--- src/rtl/rtc_defs.sv ---
// Shared definitions for the RTC register sequencer.
// Holds the RTC register address map, the default transfer-command
// address, strobe polarity and a_d encodings, and the FSM state types.
package rtc_defs;

  localparam logic [7:0] RTC_SEG      = 8'h21;
  localparam logic [7:0] RTC_MIN      = 8'h22;
  localparam logic [7:0] RTC_HORA     = 8'h23;
  localparam logic [7:0] RTC_DIA      = 8'h24;
  localparam logic [7:0] RTC_MES      = 8'h25;
  localparam logic [7:0] RTC_ANIO     = 8'h26;
  localparam logic [7:0] RTC_SEG_TIM  = 8'h41;
  localparam logic [7:0] RTC_MIN_TIM  = 8'h42;
  localparam logic [7:0] RTC_HORA_TIM = 8'h43;

  localparam logic [7:0] RTC_CMD_ADDR = 8'hF0;

  // Index 0 sits in the low byte.
  localparam logic [71:0] RTC_DEFAULT_TABLE = {
    RTC_HORA_TIM, RTC_MIN_TIM, RTC_SEG_TIM, RTC_ANIO, RTC_MES,
    RTC_DIA, RTC_HORA, RTC_MIN, RTC_SEG};

  localparam logic STROBE_ON  = 1'b0;
  localparam logic STROBE_OFF = 1'b1;
  localparam logic AD_ADDR    = 1'b0;
  localparam logic AD_DATA    = 1'b1;

  typedef enum logic [1:0] {IDLE, CMD, REG, FIN} seq_state_t;
  typedef enum logic [2:0] {B_IDLE, B_ADDR, B_GAP1, B_DATA, B_GAP2} bus_state_t;

endpackage

--- src/rtl/rtc_bus_cycle.sv ---
// Single RTC bus-cycle engine: address phase, gap, optional data phase, gap.
// Ports: go/addr_only/rnw/addr/wdata request an access; ack marks the last
// cycle of an access (a new go may be accepted in that cycle for a
// seamless chain); rdata/rdata_valid return read data; cs/rd/wr/a_d/
// ad_out/ad_oe/ad_in are the RTC bus pins.
//
// state  | meaning
// B_IDLE | no access, strobes inactive
// B_ADDR | address phase, address driven
// B_GAP1 | strobes released after address
// B_DATA | data phase, read or write strobe active
// B_GAP2 | strobes released after data
module rtc_bus_cycle
  import rtc_defs::*;
#(
  parameter int DATA_W  = 8,
  parameter int T_PHASE = 8,
  parameter int T_GAP   = 2
) (
  input  logic              clk,
  input  logic              reset,
  input  logic              go,
  input  logic              addr_only,
  input  logic              rnw,
  input  logic [DATA_W-1:0] addr,
  input  logic [DATA_W-1:0] wdata,
  output logic              ack,
  output logic [DATA_W-1:0] rdata,
  output logic              rdata_valid,
  output logic              cs,
  output logic              rd,
  output logic              wr,
  output logic              a_d,
  output logic [DATA_W-1:0] ad_out,
  output logic              ad_oe,
  input  logic [DATA_W-1:0] ad_in
);

  localparam int T_MAX = (T_PHASE > T_GAP) ? T_PHASE : T_GAP;
  localparam int CNT_W = (T_MAX > 1) ? $clog2(T_MAX) : 1;
  localparam logic [CNT_W-1:0] PHASE_LOAD = CNT_W'(T_PHASE - 1);
  localparam logic [CNT_W-1:0] GAP_LOAD   = CNT_W'(T_GAP - 1);

  bus_state_t        state_q, state_d;
  logic [CNT_W-1:0]  cnt_q, cnt_d;
  logic              rnw_q, addr_only_q;
  logic              last, launch, capture;
  logic              cs_d, rd_d, wr_d, a_d_d, oe_d;
  logic [DATA_W-1:0] ad_out_d;

  assign last = (cnt_q == '0);

  always_comb begin
    state_d  = state_q;
    cnt_d    = cnt_q;
    ack      = 1'b0;
    launch   = 1'b0;
    capture  = 1'b0;
    ad_out_d = ad_out;
    if (state_q != B_IDLE && !last) cnt_d = cnt_q - 1'b1;
    case (state_q)
      B_IDLE: launch = go;
      B_ADDR: if (last) begin
        state_d = B_GAP1;
        cnt_d   = GAP_LOAD;
      end
      B_GAP1: if (last) begin
        if (addr_only_q) begin
          ack    = 1'b1;
          launch = go;
          if (!go) state_d = B_IDLE;
        end else begin
          state_d = B_DATA;
          cnt_d   = PHASE_LOAD;
          if (!rnw_q) ad_out_d = wdata;
        end
      end
      B_DATA: if (last) begin
        state_d = B_GAP2;
        cnt_d   = GAP_LOAD;
        capture = rnw_q;
      end
      B_GAP2: if (last) begin
        ack    = 1'b1;
        launch = go;
        if (!go) state_d = B_IDLE;
      end
      default: state_d = B_IDLE;
    endcase
    if (launch) begin
      state_d  = B_ADDR;
      cnt_d    = PHASE_LOAD;
      ad_out_d = addr;
    end
    // Pins are registered from the next state so they change with the state.
    cs_d  = (state_d == B_ADDR || state_d == B_DATA) ? STROBE_ON : STROBE_OFF;
    a_d_d = (state_d == B_ADDR) ? AD_ADDR : AD_DATA;
    wr_d  = (state_d == B_ADDR || (state_d == B_DATA && !rnw_q)) ? STROBE_ON : STROBE_OFF;
    rd_d  = (state_d == B_DATA && rnw_q) ? STROBE_ON : STROBE_OFF;
    oe_d  = (state_d == B_ADDR) || (state_d == B_DATA && !rnw_q);
  end

  always_ff @(posedge clk or negedge reset) begin
    if (!reset) begin
      state_q     <= B_IDLE;
      cnt_q       <= '0;
      rnw_q       <= 1'b1;
      addr_only_q <= 1'b0;
      cs          <= STROBE_OFF;
      rd          <= STROBE_OFF;
      wr          <= STROBE_OFF;
      a_d         <= AD_DATA;
      ad_oe       <= 1'b0;
      ad_out      <= '0;
      rdata       <= '0;
      rdata_valid <= 1'b0;
    end else begin
      state_q     <= state_d;
      cnt_q       <= cnt_d;
      if (launch) begin
        rnw_q       <= rnw;
        addr_only_q <= addr_only;
      end
      cs          <= cs_d;
      rd          <= rd_d;
      wr          <= wr_d;
      a_d         <= a_d_d;
      ad_oe       <= oe_d;
      ad_out      <= ad_out_d;
      rdata_valid <= capture;
      if (capture) rdata <= ad_in;
    end
  end

endmodule

--- src/rtl/rtc_seq_access.sv ---
// Register-sequencing controller for the multiplexed-bus RTC.
// Ports: start/mode request a read (0) or write (1) burst over N_REGS table
// entries; busy/done report progress; idx selects the register, wr_data
// supplies write data, rd_data/rd_valid return read data; cs/rd/wr/a_d/
// ad_out/ad_oe/ad_in are the RTC bus pins driven by rtc_bus_cycle.
//
// state | meaning
// IDLE  | waiting for start
// CMD   | address-only transfer command before a read burst
// REG   | full access of register idx
// FIN   | one-cycle done, start ignored
module rtc_seq_access
  import rtc_defs::*;
#(
  parameter int                       N_REGS     = 9,
  parameter int                       DATA_W     = 8,
  parameter logic [N_REGS*DATA_W-1:0] ADDR_TABLE = RTC_DEFAULT_TABLE,
  parameter bit                       CMD_EN     = 1'b1,
  parameter logic [DATA_W-1:0]        CMD_ADDR   = RTC_CMD_ADDR,
  parameter int                       T_PHASE    = 8,
  parameter int                       T_GAP      = 2,
  localparam int                      IDX_W      = (N_REGS > 1) ? $clog2(N_REGS) : 1
) (
  input  logic              clk,
  input  logic              reset,
  input  logic              start,
  input  logic              mode,
  output logic              busy,
  output logic              done,
  output logic [IDX_W-1:0]  idx,
  input  logic [DATA_W-1:0] wr_data,
  output logic [DATA_W-1:0] rd_data,
  output logic              rd_valid,
  output logic              a_d,
  output logic              cs,
  output logic              rd,
  output logic              wr,
  output logic [DATA_W-1:0] ad_out,
  output logic              ad_oe,
  input  logic [DATA_W-1:0] ad_in
);

  localparam logic [IDX_W-1:0] LAST_IDX = IDX_W'(N_REGS - 1);

  seq_state_t        state_q, state_d;
  logic [IDX_W-1:0]  idx_q, idx_d;
  logic              mode_q, mode_d;
  logic              go, go_addr_only, go_rnw, ack;
  logic [DATA_W-1:0] go_addr;

  always_comb begin
    state_d      = state_q;
    idx_d        = idx_q;
    mode_d       = mode_q;
    go           = 1'b0;
    go_addr_only = 1'b0;
    go_rnw       = ~mode_q;
    case (state_q)
      IDLE: if (start) begin
        go     = 1'b1;
        mode_d = mode;
        go_rnw = ~mode;
        if (!mode && CMD_EN) begin
          go_addr_only = 1'b1;
          state_d      = CMD;
        end else begin
          state_d = REG;
        end
      end
      CMD: if (ack) begin
        go      = 1'b1;
        state_d = REG;
      end
      REG: if (ack) begin
        if (idx_q == LAST_IDX) begin
          state_d = FIN;
        end else begin
          idx_d = idx_q + 1'b1;
          go    = 1'b1;
        end
      end
      FIN: begin
        state_d = IDLE;
        idx_d   = '0;
      end
      default: state_d = IDLE;
    endcase
    // The next access is launched in the ack cycle, so address from idx_d.
    go_addr = go_addr_only ? CMD_ADDR : ADDR_TABLE[int'(idx_d)*DATA_W +: DATA_W];
  end

  always_ff @(posedge clk or negedge reset) begin
    if (!reset) begin
      state_q <= IDLE;
      idx_q   <= '0;
      mode_q  <= 1'b0;
    end else begin
      state_q <= state_d;
      idx_q   <= idx_d;
      mode_q  <= mode_d;
    end
  end

  assign busy = (state_q == CMD) || (state_q == REG);
  assign done = (state_q == FIN);
  assign idx  = idx_q;

  rtc_bus_cycle #(
    .DATA_W (DATA_W),
    .T_PHASE(T_PHASE),
    .T_GAP  (T_GAP)
  ) u_bus (
    .clk        (clk),
    .reset      (reset),
    .go         (go),
    .addr_only  (go_addr_only),
    .rnw        (go_rnw),
    .addr       (go_addr),
    .wdata      (wr_data),
    .ack        (ack),
    .rdata      (rd_data),
    .rdata_valid(rd_valid),
    .cs         (cs),
    .rd         (rd),
    .wr         (wr),
    .a_d        (a_d),
    .ad_out     (ad_out),
    .ad_oe      (ad_oe),
    .ad_in      (ad_in)
  );

endmodule

--- config.mk ---
export PLATFORM = sky130hd
export DESIGN_NAME = rtc_seq_access
export DESIGN_NICKNAME = d
export VERILOG_FILES = /design/src/rtl/rtc_defs.sv /design/src/rtl/rtc_bus_cycle.sv /design/src/rtl/rtc_seq_access.sv
export SDC_FILE = /design/constraint.sdc
export NUM_CORES = 1
export LEC_CHECK = 0
export BUFFER_PORTS_ARGS = -buffer_cell sky130_fd_sc_hd__buf_2
export CAP_MARGIN = 40
export CORE_ASPECT_RATIO = 2
export CORE_MARGIN = 2
export CORE_UTILIZATION = 25
export CTS_BUF_LIST = sky130_fd_sc_hd__clkbuf_16
export DETAILED_ROUTE_END_ITERATION = 10
export SYNTH_ARGS = -nofsm -noshare
export SYNTH_HDL_FRONTEND = slang
export SYNTH_SLANG_ARGS = --single-unit
--- constraint.sdc ---
create_clock -name clk -period 2.8 [get_ports clk]
set_input_delay 0.28 -clock clk [delete_from_list [all_inputs] [get_ports clk]]
set_output_delay 0.28 -clock clk [all_outputs]
set_load 0.02 [all_outputs]
Word-level counts from Yosys, hierarchy flattened
Index checks and enable logic that the tools add are counted.
{"block": "op_classes", "n_reduce_logical": 18, "shifts": 1, "n_eq_ne": 16, "n_mul": 0, "order_cmp": 0, "bitwise_logic": 2, "mux": 53, "n_div": 0, "addsub": 2}
{"op": "72-bit by 8-bit variable part select with 8-bit output, first input constant", "n": 1}
{"op": "8-bit two-way mux", "n": 6}
{"op": "3-bit two-way mux", "n": 12}
{"op": "1-bit two-way mux", "n": 21}
{"op": "3-bit case mux with 5 select lines", "n": 1}
{"op": "2-bit inequality test, second input constant", "n": 6}
{"op": "2-bit two-way mux", "n": 5}
{"op": "3-bit by 2-bit equality test with 1-bit output, second input constant", "n": 3}
{"op": "4-bit two-way mux", "n": 2}
{"op": "2-bit case mux with 4 select lines", "n": 1}
{"op": "4-bit case mux with 2 select lines", "n": 1}
{"op": "4-bit AND reduction", "n": 2}
{"op": "3-bit by 1-bit equality test with 1-bit output, second input constant", "n": 2}
{"op": "3-bit logical NOT", "n": 2}
{"op": "1-bit case mux with 3 select lines", "n": 2}
{"op": "3-bit case mux with 2 select lines", "n": 1}
{"op": "4-bit by 1-bit adder with 4-bit output, second input constant", "n": 1}
{"op": "2-bit equality test, second input constant", "n": 2}
{"op": "4-bit equality test, second input constant", "n": 1}
{"op": "2-bit nonzero test", "n": 2}
{"op": "3-bit equality test, second input constant", "n": 1}
{"op": "1-bit logical AND", "n": 3}
{"op": "1-bit logical OR", "n": 3}
{"op": "3-bit nonzero test", "n": 1}
{"op": "other kinds (8)", "n": 10}
{"block": "word_totals", "out_inout_bits": 28, "input_bits": 20, "register_bits": 37, "n_memories": 0, "romBits": 0, "latch_bits": 0, "word_cells": 107, "mem_bits_rw": 0}

Logic depth before layout (Yosys ltp)
{"block": "depth", "word_depth": 14, "mapped_depth": 12}

Modules after synthesis
From an unflattened synthesis, not the netlist that was laid out.
{"block": "hier_totals", "cells_unflattened": 192, "area_unflattened_um2": 2122.0}
{"mod": "rtc_bus_cycle", "instances": 1, "area_per_inst_um2": 1524.0, "cells_each": 121, "seq_area_each_um2": 757.0}
{"mod": "rtc_seq_access", "instances": 1, "area_per_inst_um2": 598.1, "cells_each": 71, "seq_area_each_um2": 175.2}

Worst setup path before layout
OpenSTA, ideal clock, no wires.
{"block": "synth_path", "kind": "reg-to-reg", "from": "register u_bus.cnt_q[0]", "to": "register u_bus.ad_out[2]", "setup_slack_ns": 0.302, "arrival_ns": 2.434, "t_required_ns": 2.737, "setup_ns": 0.063, "path_stages_with_launch": 11, "period_less_slack_ns": 2.498, "n_path_buf": 0, "cell_sequence": "dfrtp_1 > inv_1 > ha_1 > or3b_4 > a211oi_1 > a311oi_2 > inv_1 > ha_1 > or3b_2 > a211oi_1 > o32a_2"}
{"block": "synth_between", "elab_cells_between_ends": 21}
{"element": "start, declared", "line_no": "rtc_bus_cycle.sv:45", "source": "logic [CNT_W-1:0] cnt_q, cnt_d;"}
{"element": "start signal, assigned", "line_no": "rtc_bus_cycle.sv:119", "source": "cnt_q <= cnt_d;"}
{"element": "3-bit logical NOT *", "line_no": "rtc_bus_cycle.sv:51", "source": "assign last = (cnt_q == '0);"}
{"element": "1-bit two-way mux (on tied branches)", "line_no": "rtc_bus_cycle.sv:83, rtc_bus_cycle.sv:67"}
{"element": "1-bit case mux with 2 select lines *", "line_no": "rtc_bus_cycle.sv:61", "source": "case (state_q)"}
{"element": "4-bit two-way mux *", "line_no": "rtc_seq_access.sv:74", "source": "REG: if (ack) begin"}
{"element": "4-bit case mux with 2 select lines *", "line_no": "rtc_seq_access.sv:58", "source": "case (state_q)"}
{"element": "net idx_d[1]", "line_no": "rtc_seq_access.sv:46", "source": "logic [IDX_W-1:0] idx_q, idx_d;"}
{"element": "72-bit by 8-bit variable part select with 8-bit output *", "line_no": "rtc_seq_access.sv:89", "source": "go_addr = go_addr_only ? CMD_ADDR : ADDR_TABLE[int'(idx_d)*DATA_W +: DATA_W];"}
{"element": "8-bit two-way mux *", "line_no": "rtc_seq_access.sv:89"}
{"element": "8-bit two-way mux *", "line_no": "rtc_bus_cycle.sv:90", "source": "if (launch) begin"}
{"element": "end signal, assigned", "line_no": "rtc_bus_cycle.sv:129", "source": "ad_out <= ad_out_d;"}
{"element": "end, declared", "line_no": "rtc_bus_cycle.sv:34", "source": "output logic [DATA_W-1:0] ad_out,"}
Mark *: on every way through the listed nets, which the timed path passes. The rest lies on a longest branch.
A chain may end at the register's enable or synchronous reset.

Worst setup path in the final report
Same ends and word-level chain as after synthesis.

==> metrics.md <==
| Metric | Value |
|---|---|
| Status | `finished clean` |
| PD cells | `1030 mW/mm^2` |
| Ratio of cells with drive above 1 in the final layout | `29.9%` |
| Register-to-register setup slack | `~0.2 ns` |
| First-pass GRT wire length | `9200 um` |
| Die height | `133 um` |
| Die area | `a little over 0.009 sq mm` |
| Overflow after GRT | `0` |
| Main synth FF type | `dfrtp_1` |
| Worst r2r path cells | `10` |
| HP Class | `input port to register` |
| Total number of vias | `1824` |
| Top Family by Delay on Critical Path | `simple AND/OR/NAND/NOR gates` |
| Starting DRT DRC Count | `29` |
| Kind of critical path | `register to register` |
| Post-Layout Cell Count | `377` |
| Routed Antenna Nets | `0` |
| Hpwl dp | `4330 um` |
| CTS Buffer Depth | `2` |
| GPL Wtd Cong | `0.853` |
| Initial Utilization | `approximately 26%` |
| WL per Instance | `14.2 um` |
| I/O pins | `48` |
| # port buffers | `47` |
| Register Area | `932 sq um` |
| Minimum clock period | `2.60 ns` |
| Tightest Pin Transition | `around 0.67 ns` |
| CP required | `between 3 and 4 ns` |
| Synth async-reset ratio | `100%` |
| H-Tree Depth | `2` |
| CTS tree | `built` |
| Final Hold Vio Count | `0` |
| CTS Root Cell | `clkbuf_16` |
| Antenna Cells | `0` |
| Seq/Total Area, Yosys | `between 40% and 50%` |
| Worst-path clk slew | `0.06 ns` |
| Gr usage total | `13.5%` |
| RSZ-0062 raised after global routing | `no` |
| Post-synthesis average cell area | `between 9 and 10 sq um` |
| Clock Latency Late Sink | `0.28 ns` |
| Multi-input logic area | `0.00106 sq mm` |
| Syn Nets | `254` |
| EDFF count, synth | `0` |
| CP Launch Type | `register` |
| Initial DRT Pass Iterations | `4` |
| Crit path buffers/inverters | `2` |
| Fin nets | `311` |
| Worst Hold End | `u_bus.rdata[1]` |
| Hold depth | `3` |
| Crit-path max FO | `5` |
| Critical-path cell list | `inv_1 -> ha_1 -> or3b_4 -> a211oi_2 -> a311oi_2 -> inv_2 -> ha_1 -> or3b_2 -> a211oi_2 -> o32a_2` |
| Fin Clk Skew | `0.00542 ns` |
| Setup_tns | `0 ns` |
| Setup Viol. Count Final | `0` |
| Worst path slowest cell | `or3b_2` |
| Largest net degree at the start of global routing | `33` |
| Max-Cap Viols | `0` |
| Vias in the first global route | `roughly 1900` |
| Total routed wirelength | `5340 um` |
| Number of remaining DRC errors | `0` |
| Final period util | `92.9%` |
| Synth warn | `0` |
| Synth Instances | `about 220` |
| Antenna violations before repair | `0` |
| WP data arrival | `2.82 ns` |
| Layout Area Growth over Synthesis | `28.9%` |
| Row Count | `46` |
| Fmax | `384 MHz` |
| Slew margin rel. | `a little under three fifths` |
| Max Transition Viols Final | `0` |
| Pleak | `1.23 nW` |
| CTS sink count | `37` |
| Worst Hold Slack | `around 0.19 ns` |
| CP max stage delay | `0.45 ns` |
| Number of buffers created by CTS | `5` |
| Placed insts | `roughly 370` |
| Start point of the worst hold path | `ad_in[1]` |
| Maximum vdd ir drop | `0.400 mV` |
| #FFs+latches synth | `37` |
| Critical Path End Type | `register` |
| Yosys cell types | `52` |
| Capturing point of the worst reg2reg path | `u_bus.ad_out[2]` |
| Final Power | `about 2.8 mW` |
| Synthesized area | `0.00207 sq mm` |
| Core Box Area | `approximately 0.008 sq mm` |
| Fillcell total | `between 700 and 800` |
| Worst r2r src | `u_bus.cnt_q[0]` |
| Chip width | `68.3 um` |
| Via density | `4.84` |
[what timing repair did]
action	CTS	global route
resized for setup	0	6
hold buffers	1	0
endpoints found under the setup margin	0	3
buffers inserted	0	0
hold endpoints to repair	5	0
[layer usage]
layer	GRT usage, %	routed length [um]
met1	13.5	1840
met4	9.44	274
met5	0	0
met3	1.28	96
met2	24.4	3130
[registers in the layout, summed over array words and instances (netlist names), 2 cells and up]
name / count
u_bus.cnt_q: 3
idx: 4
u_bus.state_q: 3
state_q: 2
u_bus.ad_out: 8
u_bus.rdata: 8
[power breakdown]
part | internal [mW] | switching [mW]
Clock | 0.421 | 0.225
Combinational | 0.459 | 0.740
Sequential | 0.768 | 0.139
Total | 1.65 | 1.10
[worst max path at each step]
stage	to	startpoint	slack, ns	depth (start not counted)
5_1_grt	u_bus.ad_oe	state_q[0]	0.03	8
3_3_place_gp	u_bus.ad_out[2]	u_bus.cnt_q[0]	0.10	10
6_report	u_bus.ad_out[2]	u_bus.cnt_q[0]	0.20	10
2_1_floorplan	u_bus.ad_out[2]	u_bus.cnt_q[0]	0.30	10
4_1_cts	u_bus.ad_out[2]	u_bus.cnt_q[0]	0.003	10
3_5_place_dp	u_bus.ad_out[2]	u_bus.cnt_q[0]	0.03	10
[logic make-up after synthesis]
family,synth area share [%]
xor+xnor,0.424
simple gates,21.7
fa+ha+maj,6.66
buf+inv,5.03
mux,1.94
compound gates,19.1
flops,45.1
[through the flow]
step / util, % / instance area, sq um / setup slack, ns
after floorplan: - / 2070 / 0.302
after global placement: 30.4 / 2430 / 0.101
after detailed placement: 30.7 / 2450 / 0.0318
after CTS: 32.9 / 2640 / 0.00265
after global routing: 33.3 / 2660 / 0.0327
final: 33.3 / 2660 / 0.198
[worst register-to-register path, cell delays in order, from the launching register on]
cell,delay (ns)
dfrtp_1,0.41
inv_1,0.09
ha_1,0.20
or3b_4,0.44
a211oi_2,0.23
a311oi_2,0.09
inv_2,0.13
ha_1,0.16
or3b_2,0.45
a211oi_2,0.19
o32a_2,0.17
[layout make-up]
type / instances / area share [%]
inverters: 13 / 1.83
repair buffers: 58 / 12.5
clock inverters: 3 / 1.74
multi-input cells: 165 / 39.7
well taps: 96 / 4.51
flip-flops and latches: 37 / 35.0
clock buffers: 5 / 4.70
[synthesized netlist by cell type, types with 2 or more instances]
| master | count | share of area [%] |
|---|---|---|
| a211oi_1 | 3 | 1.1 |
| a21o_1 | 2 | 0.73 |
| a21oi_1 | 13 | 3.1 |
| a31oi_1 | 4 | 1.2 |
| a32oi_1 | 3 | 1.3 |
| and3_1 | 2 | 0.61 |
| buf_6 | 3 | 1.6 |
| clkbuf_1 | 3 | 0.55 |
| dfrtp_1 | 32 | 39 |
| dfstp_2 | 5 | 6.4 |
| ha_1 | 11 | 6.7 |
| inv_1 | 12 | 2.2 |
| mux2i_1 | 4 | 1.9 |
| nand2_1 | 45 | 8.2 |
| nand2b_1 | 7 | 2.1 |
| nand3_1 | 3 | 0.73 |
| nand3b_1 | 3 | 1.1 |
| nor2_1 | 17 | 3.1 |
| nor2b_1 | 2 | 0.61 |
| nor3_1 | 5 | 1.2 |
| o21a_1 | 2 | 0.73 |
| o21ai_0 | 7 | 1.7 |
| o21ai_1 | 3 | 0.73 |
| o22ai_1 | 2 | 0.61 |
| o2bb2ai_1 | 2 | 0.85 |
| or3_1 | 2 | 0.61 |
[layout by cell type, fill, tap and decap left out, types with 4 or more instances in the layout]
cell type  instances
buf_2             47
nand2_1           45
dfrtp_1           32
nor2_1            17
a21oi_1           12
inv_1             11
ha_1              11
buf_4              9
nand2b_1           7
o21ai_0            7
nor3_1             5
clkbuf_16          5
dfstp_2            5
mux2i_1            4
No activity file was read; power rests on OpenSTA's default activity.
